### src/rtl/led_frame_sequencer.sv
// Frame scheduler: on each frame tick, snapshots colour/animation and streams NUM_PIXELS words to the
// WS2812 serializer, then holds the latch gap. Define GAMMA_CORRECT_EN to square each channel ((c*c)>>8).
module led_frame_sequencer #(
  parameter int NUM_PIXELS   = 16,
  parameter int TICK_DIV     = 833333,
  parameter int LATCH_CYCLES = 2600
) (
  input  logic        clk,
  input  logic        reset,
  input  logic        enable,
  input  logic [7:0]  r,
  input  logic [7:0]  g,
  input  logic [7:0]  b,
  input  logic [3:0]  anim_sel,
  output logic        pix_valid,
  input  logic        pix_ready,
  output logic [23:0] pix_data,
  output logic        pix_last,
  output logic        frame_done,
  output logic [7:0]  frame_count,
  output logic        overrun
);
  localparam int TW = (TICK_DIV > 2) ? $clog2(TICK_DIV) : 1;
  localparam int PW = (NUM_PIXELS > 2) ? $clog2(NUM_PIXELS) : 1;
  localparam int GW = (LATCH_CYCLES > 2) ? $clog2(LATCH_CYCLES) : 1;

  typedef enum logic [1:0] {IDLE, LOAD, SEND, GAP} state_t;

  state_t          state_q, state_d;
  logic [TW-1:0]   tick_cnt_q, tick_cnt_d;
  logic [PW-1:0]   idx_q, idx_d;
  logic [PW-1:0]   phase_q, phase_d;
  logic [GW-1:0]   gap_cnt_q, gap_cnt_d;
  logic [7:0]      frame_count_q, frame_count_d;
  logic            pending_q, pending_d;
  logic            overrun_q, overrun_d;
  logic [7:0]      sh_r_q, sh_r_d, sh_g_q, sh_g_d, sh_b_q, sh_b_d;
  logic [3:0]      sh_sel_q, sh_sel_d;

  logic            tick, go_load, gap_end, last_idx;
  logic [7:0]      lvl, anim_r, anim_g, anim_b;

  // Upper byte of an 8x8 product; shared by fade scaling and gamma squaring.
  function automatic logic [7:0] mul_hi(input logic [7:0] a, input logic [7:0] c);
    logic [15:0] p;
    p = {8'd0, a} * {8'd0, c};
    return p[15:8];
  endfunction

  function automatic logic [7:0] gamma(input logic [7:0] c);
`ifdef GAMMA_CORRECT_EN
    return mul_hi(c, c);
`else
    return c;
`endif
  endfunction

  assign tick     = enable && (tick_cnt_q == TW'(TICK_DIV - 1));
  assign go_load  = (state_q == IDLE) && enable && (pending_q || tick);
  assign gap_end  = (state_q == GAP) && (gap_cnt_q == GW'(LATCH_CYCLES - 1));
  assign last_idx = (idx_q == PW'(NUM_PIXELS - 1));

  always_comb begin
    state_d       = state_q;
    idx_d         = idx_q;
    phase_d       = phase_q;
    gap_cnt_d     = gap_cnt_q;
    frame_count_d = frame_count_q;
    sh_r_d        = sh_r_q;
    sh_g_d        = sh_g_q;
    sh_b_d        = sh_b_q;
    sh_sel_d      = sh_sel_q;
    tick_cnt_d    = (!enable || tick) ? '0 : tick_cnt_q + TW'(1);
    // A tick that finds a frame already queued is dropped and flagged.
    overrun_d     = overrun_q | (tick & pending_q);
    pending_d     = go_load ? 1'b0 : (tick ? 1'b1 : pending_q);
    case (state_q)
      IDLE: if (go_load) state_d = LOAD;
      LOAD: begin
        sh_r_d   = r;
        sh_g_d   = g;
        sh_b_d   = b;
        sh_sel_d = anim_sel;
        idx_d    = '0;
        state_d  = SEND;
      end
      SEND: if (pix_ready) begin
        if (last_idx) begin
          state_d   = GAP;
          gap_cnt_d = '0;
        end else begin
          idx_d = idx_q + PW'(1);
        end
      end
      GAP: begin
        if (gap_end) begin
          state_d       = IDLE;
          frame_count_d = frame_count_q + 8'd1;
          phase_d       = (phase_q == PW'(NUM_PIXELS - 1)) ? '0 : phase_q + PW'(1);
        end else begin
          gap_cnt_d = gap_cnt_q + GW'(1);
        end
      end
      default: state_d = IDLE;
    endcase
  end

  always_ff @(posedge clk) begin
    if (reset) begin
      state_q       <= IDLE;
      tick_cnt_q    <= '0;
      idx_q         <= '0;
      phase_q       <= '0;
      gap_cnt_q     <= '0;
      frame_count_q <= '0;
      pending_q     <= 1'b0;
      overrun_q     <= 1'b0;
    end else begin
      state_q       <= state_d;
      tick_cnt_q    <= tick_cnt_d;
      idx_q         <= idx_d;
      phase_q       <= phase_d;
      gap_cnt_q     <= gap_cnt_d;
      frame_count_q <= frame_count_d;
      pending_q     <= pending_d;
      overrun_q     <= overrun_d;
    end
  end

  // Shadow colour/animation carry data only; the SEND gate keeps them invisible until loaded.
  always_ff @(posedge clk) begin
    sh_r_q   <= sh_r_d;
    sh_g_q   <= sh_g_d;
    sh_b_q   <= sh_b_d;
    sh_sel_q <= sh_sel_d;
  end

  assign lvl = frame_count_q[7] ? {~frame_count_q[6:0], 1'b0} : {frame_count_q[6:0], 1'b0};

  always_comb begin
    anim_r = sh_r_q;
    anim_g = sh_g_q;
    anim_b = sh_b_q;
    case (sh_sel_q)
      4'd0: begin
        anim_r = '0;
        anim_g = '0;
        anim_b = '0;
      end
      4'd2: if (idx_q != phase_q) begin
        anim_r = '0;
        anim_g = '0;
        anim_b = '0;
      end
      4'd3: if (!frame_count_q[4]) begin
        anim_r = '0;
        anim_g = '0;
        anim_b = '0;
      end
      4'd4: begin
        anim_r = mul_hi(sh_r_q, lvl);
        anim_g = mul_hi(sh_g_q, lvl);
        anim_b = mul_hi(sh_b_q, lvl);
      end
      4'd5: if (idx_q[0]) begin
        anim_r = ~sh_r_q;
        anim_g = ~sh_g_q;
        anim_b = ~sh_b_q;
      end
      default: ;
    endcase
  end

  assign pix_valid   = (state_q == SEND);
  assign pix_last    = pix_valid && last_idx;
  assign pix_data    = pix_valid ? {gamma(anim_g), gamma(anim_r), gamma(anim_b)} : 24'd0;
  assign frame_done  = gap_end;
  assign frame_count = frame_count_q;
  assign overrun     = overrun_q;
endmodule

### config.mk
export PLATFORM = sky130hd
export DESIGN_NAME = led_frame_sequencer
export DESIGN_NICKNAME = d
export VERILOG_FILES = /design/src/rtl/led_frame_sequencer.sv
export SDC_FILE = /design/constraint.sdc
export NUM_CORES = 1
export LEC_CHECK = 0
export ABC_CLOCK_PERIOD_IN_PS = 11600
export CAP_MARGIN = 20
export CORE_MARGIN = 10
export CORE_UTILIZATION = 45
export CTS_CLUSTER_SIZE = 16
export DETAILED_ROUTE_END_ITERATION = 8
export DONT_BUFFER_PORTS = 1
export SLEW_MARGIN = 20
export SYNTH_ARGS = -nofsm -noshare
export SYNTH_HDL_FRONTEND = slang
export SYNTH_SLANG_ARGS = --single-unit
### constraint.sdc
create_clock -name clk -period 11.6 [get_ports clk]
set_input_delay 2.9 -clock clk [delete_from_list [all_inputs] [get_ports clk]]
set_output_delay 2.9 -clock clk [all_outputs]
set_load 0.05 [all_outputs]
## Word level (Yosys, flattened, before mapping)

Cells that the tools add are included.

- Output and inout bits: 36
- Register bits: 80
- Logic and storage cells: 89

- Multiply operators: 3
- $add $sub $neg: 5
- Bitwise logic cells: 6
- Reductions and logical operators: 18
- Equality and inequality tests: 18
- Multiplexer cells: 27

Operator list:

| kind | number |
|---|---|
| case mux 8 bit (5 select lines) | 3 |
| 2-to-1 mux 8 bit | 10 |
| multiplier 8 x 8 -> 16 bit | 3 |
| 2-to-1 mux 12 bit | 3 |
| 2-to-1 mux 24 bit | 1 |
| inverter 8 bit | 3 |
| case mux 12 bit (2 select lines) | 1 |
| adder 20 x 1 -> 20 bit, second input constant | 1 |
| equality test 20 bit, second input constant | 1 |
| adder 12 x 1 -> 12 bit, second input constant | 1 |
| equality test 12 bit, second input constant | 1 |
| 2-to-1 mux 4 bit | 3 |
| adder 4 x 1 -> 4 bit, second input constant | 2 |
| adder 8 x 1 -> 8 bit, second input constant | 1 |
| equality test 4 x 2 -> 1 bit, second input constant | 2 |
| equality test 4 x 3 -> 1 bit, second input constant | 2 |
| equality test 4 bit, second input constant | 2 |
| 2-to-1 mux 2 bit | 4 |
| != test 2 bit, second input constant | 4 |
| case mux 2 bit (4 select lines) | 1 |
| case mux 4 bit (2 select lines) | 1 |
| AND reduction 4 bit | 2 |
| inverter 7 bit | 1 |
| logical AND 1 bit | 5 |
| other kinds (14) | 19 |

## Depth between registers and ports, before layout

Gate-level depths: netlist of run 1.

- Depth in word-level cells: 6
- Mapped depth: 19

## Worst setup path after synthesis of run 1

Ideal clock, no wire load.

- Path type: reg2out
- Start point: register frame_count_q[7] (netlist: frame_count[7])
- End point: output port pix_data[4]
- Slack: 2826 ps
- Path buffers: 2
- Arrival: 5874 ps
- Stages on the path, launching flop included: 19
- Data required time: 8700 ps
- Cell sequence: dfxtp_1 -> buf_6 -> xor2_1 -> clkbuf_1 -> nand2_1 -> fa_1 -> fa_1 -> inv_1 -> fa_1 -> inv_1 -> fa_1 -> inv_1 -> ha_1 -> nand3_1 -> a211oi_4 -> a21oi_2 -> o21bai_1 -> a211oi_1 -> o32ai_1

- Longest elaborated chain between the ends: 4

RTL lines:

| element | line | RTL |
|---|---|---|
| start, declared | 34 | `logic [7:0] frame_count_q, frame_count_d;` |
| start signal, assigned | 124 | `frame_count_q <= frame_count_d;` |
| 2-to-1 mux 8 bit | 138 | `assign lvl = frame_count_q[7] ? {~frame_count_q[6:0], 1'b0} : {frame_count_q[6:0], 1'b0};` |
| multiplier 8 x 8 -> 16 bit | 46 | `p = {8'd0, a} * {8'd0, c};` |
| case mux 8 bit (5 select lines) | 144 | `case (sh_sel_q)` |
| 2-to-1 mux 24 bit | 176 | `assign pix_data = pix_valid ? {gamma(anim_g), gamma(anim_r), gamma(anim_b)} : 24'd0;` |
| end, declared | 17 | `output logic [23:0] pix_data,` |

Every way passes these cells.

## Worst setup path in the final report of run 1

- Start point: register frame_count_q[4] (netlist: frame_count[4])
- End point: output port pix_data[20]

- Longest elaborated chain between the ends: 5
- Elaborated cells on any way between the ends: 6

RTL lines:

| element | line |
|---|---|
| inverter 7 bit | 138 |
| 2-to-1 mux 8 bit | 138 |
| multiplier 8 x 8 -> 16 bit | 46 |
| case mux 8 bit (5 select lines) (*) | 144 |
| 2-to-1 mux 24 bit (*) | 176 |

Mark *: on every way between the ends. The rest lies on a longest branch, timed or not.

==> results of run 1 <==
## synth_stat cells, types with 3 or more instances
cell type  number  area share
a211oi_1        4      0.0033
a21boi_1        3      0.0024
a21o_1          5      0.0041
a21oi_1        47       0.026
a221oi_1        3      0.0028
a31oi_1         8      0.0054
and2_1        125       0.085
and3_1         10      0.0068
and4_1          3      0.0028
buf_1           4      0.0016
clkbuf_1       25       0.010
dfxtp_1        52        0.11
edfxtp_1       28       0.091
fa_1           87        0.19
ha_1          113        0.15
inv_1         118       0.048
mux2i_1         4      0.0043
nand2_1        68       0.028
nand3_1        33       0.018
nand4_1        14      0.0095
nor2_1         81       0.033
nor2b_1         7      0.0047
nor3_1          5      0.0027
o21a_1          3      0.0024
o21ai_0        19       0.010
o21ai_1         3      0.0016
o221ai_1        3      0.0028
o22ai_1        13      0.0088
o31ai_1         3      0.0024
or3_1          11      0.0075
or3b_1          3      0.0028
xnor2_1        26       0.025
xor2_1         40       0.038
## layout make-up
class,instances,share of cell area
diodes,1,0.000252
clock buffers,11,0.0255
clock inverters,5,0.00843
inverters,118,0.0445
multi-input cells,786,0.686
flip-flops and latches,80,0.189
well taps,270,0.0340
repair buffers,16,0.0121
## power groups by stage
stage | Sequential [W] | Combinational, W | Clock (W)
floorplan | 0.000297 | 0.00000338 | 0
global placement | 0.000297 | 0.00000310 | 0
detailed placement | 0.000297 | 0.00000309 | 0
CTS | 0.000290 | 0.00000308 | 0.000342
global route | 0.000290 | 0.00000355 | 0.000351
finish | 0.000290 | 0.00000297 | 0.000333
## final timing paths
path / end / slack [ps] / cells after the start / start
hold reg to reg: tick_cnt_q[0] / 470 / 1 / tick_cnt_q[0]
setup reg to reg: gap_cnt_q[11] / 8430 / 8 / state_q[0]
setup / recovery: pix_data[20] / 2090 / 15 / frame_count[4]
hold / removal: tick_cnt_q[0] / 470 / 1 / tick_cnt_q[0]
## kinds of logic after synthesis
logic type / synth area share
flip-flops: 0.204
XOR/XNOR: 0.0627
buffers and inverters: 0.0650
AND/OR/NAND/NOR: 0.216
AO/OA/AOI/OAI: 0.106
adder cells (fa/ha/maj): 0.342
multiplexers: 0.00434
## registers in the layout, indices dropped and copies added, names as in the netlist, 2 cells and up
register	count
frame_count	8
gap_cnt_q	12
idx_q	4
phase_q	4
sh_b_q	8
sh_g_q	8
sh_r_q	8
sh_sel_q	4
state_q	2
tick_cnt_q	20
## critical path: stages, from the launching register on
cell and delay, ps:
dfxtp_1 860, xor2_4 650, and2_1 240, fa_1 440, fa_1 520, fa_1 560
inv_1 60, fa_1 530, inv_1 40, ha_1 350, a21oi_1 190, a21boi_0 160
or4_1 580, a21oi_1 190, xor2_1 90, o22ai_1 820
## per-layer routing
metal / vias up / wire length, um / GRT usage
li1: 3382 / - / -
met1: 3433 / 10000 / 0.225
met2: 144 / 10500 / 0.285
met3: 27 / 1550 / 0.0440
met4: 2 / 460 / 0.0504
met5: - / 13 / 0
## metrics by stage
| step | hold slack, ps | util | power, W | setup slack (ps) |
|---|---|---|---|---|
| final | 471 | 0.493 | 0.000627 | 2090 |
| after global routing | 488 | 0.493 | 0.000644 | 1720 |
| after global placement | 448 | 0.474 | 0.000300 | 2310 |
| after floorplan | 430 | - | 0.000300 | 2830 |
| after CTS | 474 | 0.491 | 0.000635 | 1800 |
| after detailed placement | 455 | 0.475 | 0.000300 | 2200 |
==> flow_summary.yaml, run 1 <==
yosys:
  synth_seq_cells: 80
  synthCells: 1019
  syn-num-nets: 1251
  synth_top_flop_cell: "dfxtp_1"
  seq_area_frac_synth: 0.204
  synth_edf_count: 28
  avgSynthCellArea_um2: 9.05
  synth-async-reset-ratio: 0
  ys_warn_count: 0
  syn_area_um2: 9220
  yosysUniqueCellTypes: 66
power:
  clkPwrFrac: 0.532
  combPwrFrac: 0.005
  p_per_area_nw_per_um2: 63.0
  switching_share: 0.211
  p_int_w: 0.000495
  p_seq_frac: 0.463
  p_leak_nw: 4.66
  ir_worst_vdd_mv: 0.0575
  power.switching_w: 0.000132
placed_design:
  placed_cell_area_um2: 9570
  gp_congestion: 0.835
  dp_hpwl_um: 16900
  dp.cells: 1270
  port_buffers: 0
worst_setup_path:
  path_class: "flip-flop to primary output"
  endpoint_kind: "primary output"
  crit_path_max_fanout: 24
  cp.required_ps: 8700
  cp_data_arrival_time_ps: 6610
  worst_setup_path_start_kind: "flip-flop"
clocking:
  post_cts_buffers: 0
  clk_latency_ps: 350
  root_buffer: "clkbuf_16"
  cts_hold_buf: 0
  clk_pin_slew_ps: 80
  ctsResizeCount: 0
  cts_inserted_buffers: 9
  cts_tree: "yes"
  htreeDepth: 3
  cts.sinks: 80
  clockBufferDepth: 2
grt:
  grt_max_degree: 30
  grt_pass1_wl_um: 37600
  grt.overflow.total: 0
  antenna_found_initial: 3
  grt_pass1_vias: 7295
  grtUsageTotal: 0.175
timing:
  worst_pin_slew_ps: 1100
  hold_viol: 0
  finalCriticalPeriod_ps: 9510
  tns_ps: 0
  skew_ps: 17.9
  slew_viol_final: 0
  slew_headroom: 0.280
  fmax_ghz: 0.105
  rsz0062_at_grt: "no"
  setup_violations: 0
  period_share: 0.820
floorplan:
  coreArea_um2: 20200
  start_util: 0.457
  die_y_um: 163
  dieArea_um2: 26600
  rows: 52
  die_w_um: 163
  io-pin-count: 68
routing:
  drtIter0Drc: 399
  wl_um: 22500
  wl_per_cell_um: 17.5
  drc: 0
  routed_via_density: 5.43
  firstDrtPassIters: 6
  ant_nets: 0
  vias: 6988
flow_run:
  cap_violations: 0
layout:
  final_cell_area_um2: 9940
  final_cell_count_no_fill: 1287
  layout_commonest_cell: "and2_1"
  mostFrequentLayoutCells: "and2_1 (125), inv_1 (118), ha_1 (112)"
  seq_area_um2: 1880
  drive_above_1_share: 0.0531
  fin_nets: 1243
  fill_cells: 1953
  synthToLayoutAreaGrowth_pct: 7.83
  multi_input_area_um2: 6820
outcome:
  outcome: "complete, no violations"
worst_hold_path:
  hold_class: "flip-flop to flip-flop"
(Power assumes the default switching activity.)
==> run 2, diff against run 1 <==
- ABC_CLOCK_PERIOD_IN_PS: 11600 -> 8900
- clock period: 11.6 -> 8.9 ns (I/O delays scaled with it)
==> run 2 against run 1 <==
Net effect:
- final cell count increased by 2.1%
- power increased by 18%
- final area grew 1.0%
- register-to-register slack got worse by 3200 ps
- utilization rose by 0.51 points
- critical path type unchanged
- clock power is 7.8% higher
- highest routed layer unchanged
- hold slack improved by 0.92 ps
- die area stayed put
- clock skew is 2.4 ps higher
- global-route usage shrank 0.20 points
==> flow_summary.yaml, run 2 (synthesis gave the netlist of run 1 again) <==
worst_setup_path:
  cp_data_arrival_time_ps: 5880
  reg2reg_depth: 9
  reg2reg_slack_ps: 5260
  cp.required_ps: 6680
  endpoint_kind: "primary output"
  crit_path_max_fanout: 15
  path_class: "flip-flop to primary output"
  worst_setup_path_start_kind: "flip-flop"
power:
  p_per_area_nw_per_um2: 73.8
  p_leak_nw: 4.78
  switching_share: 0.231
  ir_worst_vdd_mv: 0.0862
  combPwrFrac: 0.005
  fin_total_pwr_w: 0.000741
  clkPwrFrac: 0.484
  power.switching_w: 0.000171
  p_int_w: 0.000570
  p_seq_frac: 0.510
timing:
  finalCriticalPeriod_ps: 8110
  tns_ps: 0
  rsz0062_at_grt: "no"
  skew_ps: 20.3
  fmax_ghz: 0.123
  slew_headroom: 0.334
  slew_viol_final: 0
  setup_violations: 0
  period_share: 0.911
  hold_viol: 0
  worst_pin_slew_ps: 996
  hold_slack_ps: 472
routing:
  ant_nets: 0
  vias: 6988
  wl_per_cell_um: 16.8
  firstDrtPassIters: 5
  wl_um: 22100
  drtIter0Drc: 316
  drc: 0
  routed_via_density: 5.32
flow_run:
  cap_violations: 0
placed_design:
  dp.cells: 1297
  port_buffers: 0
  gp_congestion: 0.821
  dp_hpwl_um: 16800
grt:
  grt.overflow.total: 0
  antenna_found_initial: 2
  grt_pass1_vias: 7206
  grt_max_degree: 30
  grt_pass1_wl_um: 37100
  grtUsageTotal: 0.173
layout:
  final_cell_count_no_fill: 1314
  layout_commonest_cell: "and2_1"
  drive_above_1_share: 0.0757
  mostFrequentLayoutCells: "and2_1 (125), inv_1 (118), ha_1 (112)"
  utilization: 0.498
  synthToLayoutAreaGrowth_pct: 8.95
  fin_nets: 1270
  largest_reg_flops: 20
  top_regs: "tick_cnt_q x20, gap_cnt_q x12"
  regMostFlops: "tick_cnt_q"
clocking:
  post_cts_buffers: 0
  clk_pin_slew_ps: 80
  cts.sinks: 80
  root_buffer: "clkbuf_16"
  clockBufferDepth: 2
  cts_hold_buf: 0
  cts_tree: "yes"
  cts_inserted_buffers: 9
  clk_latency_ps: 360
  ctsResizeCount: 0
  htreeDepth: 3
worst_hold_path:
  hold_class: "flip-flop to flip-flop"
  min_path_cells: 1
floorplan:
  die_w_um: 163
  die_y_um: 163
  io-pin-count: 68
  start_util: 0.457
  coreArea_um2: 20200
  rows: 52
  dieArea_um2: 26600
outcome:
  outcome: "complete, no violations"
-- run 2: changes by cell type in the layout (fill, tap and decap cells not counted), moves of 2 or more --
cell	delta
xor2_2	+2
clkinv_2	+2
xor2_4	-2
buf_4	+27
bufinv_16	-2
-- run 2: per-stage QoR --
step / setup slack (ps) / area, um^2
2_1_floorplan: 801 / 9220
3_3_place_gp: 1190 / 9770
3_5_place_dp: 1150 / 9770
4_1_cts: 778 / 10000
5_1_grt: 467 / 10000
6_report: 795 / 10000
-- run 2: path summary, 6_finish.rpt --
path,to,from
max,pix_data[12],frame_count[5]
min,tick_cnt_q[0],tick_cnt_q[0]
max reg2reg,gap_cnt_q[11],state_q[0]
min reg2reg,tick_cnt_q[0],tick_cnt_q[0]
-- run 2: cell type report --
type	instances	area (um^2)
Clock inverter	6	43.8
Fill cell	1954	10100
Clock buffer	10	229
Inverter	118	443
Timing Repair Buffer	43	323
Sequential cell	80	1880
Antenna cell	1	2.50
Multi-Input combinational cell	786	6790
Tap cell	270	338
-- run 2: routing by layer --
| layer | global-route usage | routed length (um) | up-vias |
|---|---|---|---|
| li1 | - | - | 3435 |
| met4 | 0.0676 | 685 | 2 |
| met5 | 0 | 13 | - |
| met2 | 0.277 | 10000 | 140 |
| met3 | 0.0403 | 1300 | 34 |
| met1 | 0.222 | 10100 | 3377 |
-- run 2: power by group through the flow --
stage / sequential [W] / clock [W] / combinational, W
6_report: 0.000378 / 0.000359 / 0.00000400
5_1_grt: 0.000378 / 0.000381 / 0.00000462
4_1_cts: 0.000378 / 0.000369 / 0.00000402
3_5_place_dp: 0.000387 / 0 / 0.00000402
3_3_place_gp: 0.000387 / 0 / 0.00000403
2_1_floorplan: 0.000387 / 0 / 0.00000440
-- run 2: worst max-delay path, stage by stage (launching register included) --
cell and delay, ps:
dfxtp_1 300, buf_4 230, xor2_2 560, buf_4 290, nand2_1 90, fa_1 520
fa_1 540, inv_1 50, fa_1 530, inv_1 50, fa_1 520, inv_1 40
ha_1 320, nand4_1 170, a2111oi_4 90, or4_1 540, a21oi_1 200, xor2_1 160
o22ai_1 100, buf_4 240
==> run 3, diff against run 2 <==
- CORE_UTILIZATION: 45 -> 50
- SLEW_MARGIN: 20 -> 30
==> run 3 against run 2 <==
Net effect:
- power increased by 0.31%
- clock skew is 10 ps lower
- clock power barely moved
- routed wire length decreased by 1.7%
- first-iteration DRC count shrank 18%
- die area shrank 8.8%
- hold slack got worse by 12 ps
- register-to-register slack improved by 100 ps
- largest power group unchanged
- highest routed layer unchanged
==> flow_summary.yaml, run 3 (synthesis gave the netlist of run 1 again) <==
floorplan:
  die_w_um: 156
  dieArea_um2: 24300
  coreArea_um2: 18000
  io-pin-count: 68
  start_util: 0.512
  rows: 49
  die_y_um: 156
worst_setup_path:
  endpoint_kind: "primary output"
  cpMaxStageDelayCell: "xor2_2"
  crit_path_max_fanout: 19
  path_class: "flip-flop to primary output"
  crit_top_cell: "fa_1"
  reg2reg_depth: 9
  cp.required_ps: 6680
  path_cells: "xor2_2 > and2_1 > fa_1 > fa_1 > fa_1 > inv_1 > fa_1 > inv_1 > ha_1 > a21oi_1 > a21boi_0 > or4_1 > a21oi_1 > xor2_1 > o22ai_1 > buf_4"
  worst_setup_path_start_kind: "flip-flop"
  cp_data_arrival_time_ps: 5920
  slowest_delay_ps: 710
grt:
  grt_pass1_vias: 6997
  grt.overflow.total: 0
  grt_max_degree: 30
  antenna_found_initial: 5
  grt_pass1_wl_um: 36300
  grtUsageTotal: 0.184
routing:
  wl_um: 21800
  drc: 0
  firstDrtPassIters: 4
  routed_via_density: 5.48
  vias: 6964
  ant_nets: 0
  drtIter0Drc: 260
  wl_per_cell_um: 17.1
timing:
  slew_headroom: 0.342
  period_share: 0.916
  finalCriticalPeriod_ps: 8150
  slew_viol_final: 0
  skew_ps: 10.2
  worst_pin_slew_ps: 983
  hold_slack_ps: 460
  fmax_ghz: 0.123
  rsz0062_at_grt: "no"
  hold_viol: 0
  setup_violations: 0
  tns_ps: 0
power:
  p_leak_nw: 4.76
  fin_total_pwr_w: 0.000744
  ir_worst_vdd_mv: 0.0761
  p_per_area_nw_per_um2: 74.4
placed_design:
  port_buffers: 0
  dp_hpwl_um: 16400
  placed_cell_area_um2: 9710
  gp_congestion: 0.818
layout:
  fill_cells: 1662
  final_cell_area_um2: 10000
  mostFrequentLayoutCells: "and2_1 (125), inv_1 (118), ha_1 (112)"
  largest_reg_flops: 20
  multi_input_area_um2: 6800
  drive_above_1_share: 0.0750
  seq_area_um2: 1880
  synthToLayoutAreaGrowth_pct: 8.42
  fin_nets: 1267
  top_regs: "tick_cnt_q x20, gap_cnt_q x12"
  regMostFlops: "tick_cnt_q"
  layout_commonest_cell: "and2_1"
clocking:
  cts.sinks: 80
  clk_latency_ps: 340
  root_buffer: "clkbuf_16"
  cts_inserted_buffers: 9
  cts_tree: "yes"
  post_cts_buffers: 0
  cts_hold_buf: 0
  htreeDepth: 3
  clk_pin_slew_ps: 70
  ctsResizeCount: 0
  clockBufferDepth: 2
worst_hold_path:
  min_path_cells: 1
  hold_class: "flip-flop to flip-flop"
outcome:
  outcome: "complete, no violations"
flow_run:
  cap_violations: 0
-- run 3: final timing paths --
| check | endpoint | startpoint | slack, ps |
|---|---|---|---|
| max | pix_data[20] | frame_count[7] | 750 |
| min | tick_cnt_q[0] | tick_cnt_q[0] | 460 |
| max reg2reg | gap_cnt_q[11] | state_q[0] | 5360 |
| min reg2reg | tick_cnt_q[0] | tick_cnt_q[0] | 460 |
-- run 3: worst max-delay path: cells and delay by family (launching register included) --
kind / cells / cell delay, ps
AO/OA/AOI/OAI: 4 / 610
XOR/XNOR: 2 / 860
adder cells (fa/ha/maj): 5 / 2390
buffers and inverters: 3 / 330
flip-flops: 1 / 550
AND/OR/NAND/NOR: 2 / 800
-- run 3: layout make-up --
| cell class | count | area share |
|---|---|---|
| Tap cell | 229 | 0.0287 |
| Multi-Input combinational cell | 786 | 0.680 |
| Clock inverter | 5 | 0.00400 |
| Timing Repair Buffer | 40 | 0.0300 |
| Inverter | 118 | 0.0443 |
| Sequential cell | 80 | 0.188 |
| Clock buffer | 11 | 0.0243 |
| Antenna cell | 2 | 0.000501 |
-- run 3: per-layer routing --
layer | wire (um) | share of wire | vias up | track usage
met3 | 1100 | 0.051 | 20 | 0.0411
met2 | 10400 | 0.48 | 117 | 0.308
li1 | - | - | 3437 | -
met4 | 333 | 0.015 | 2 | 0.0419
met1 | 9900 | 0.45 | 3388 | 0.236
met5 | 7 | 0.00032 | - | 0
-- run 3: power by group --
part / switching [W] / total, W / leakage, nW / internal (W)
Clock: 0.000162 / 0.000362 / 0.137 / 0.000199
Sequential: 0.000000389 / 0.000378 / 0.670 / 0.000378
Combinational: 0.00000265 / 0.00000373 / 3.96 / 0.00000108
Total: 0.000165 / 0.000744 / 4.76 / 0.000578
-- run 3: per-stage QoR --
| stage | setup slack [ps] | util | cells |
|---|---|---|---|
| after floorplan | 801 | - | 1019 |
| after global placement | 1100 | 0.538 | 1253 |
| after detailed placement | 1050 | 0.539 | 1253 |
| after CTS | 667 | 0.554 | 1269 |
| after global routing | 352 | 0.555 | 1270 |
| final | 752 | 0.555 | 1271 |
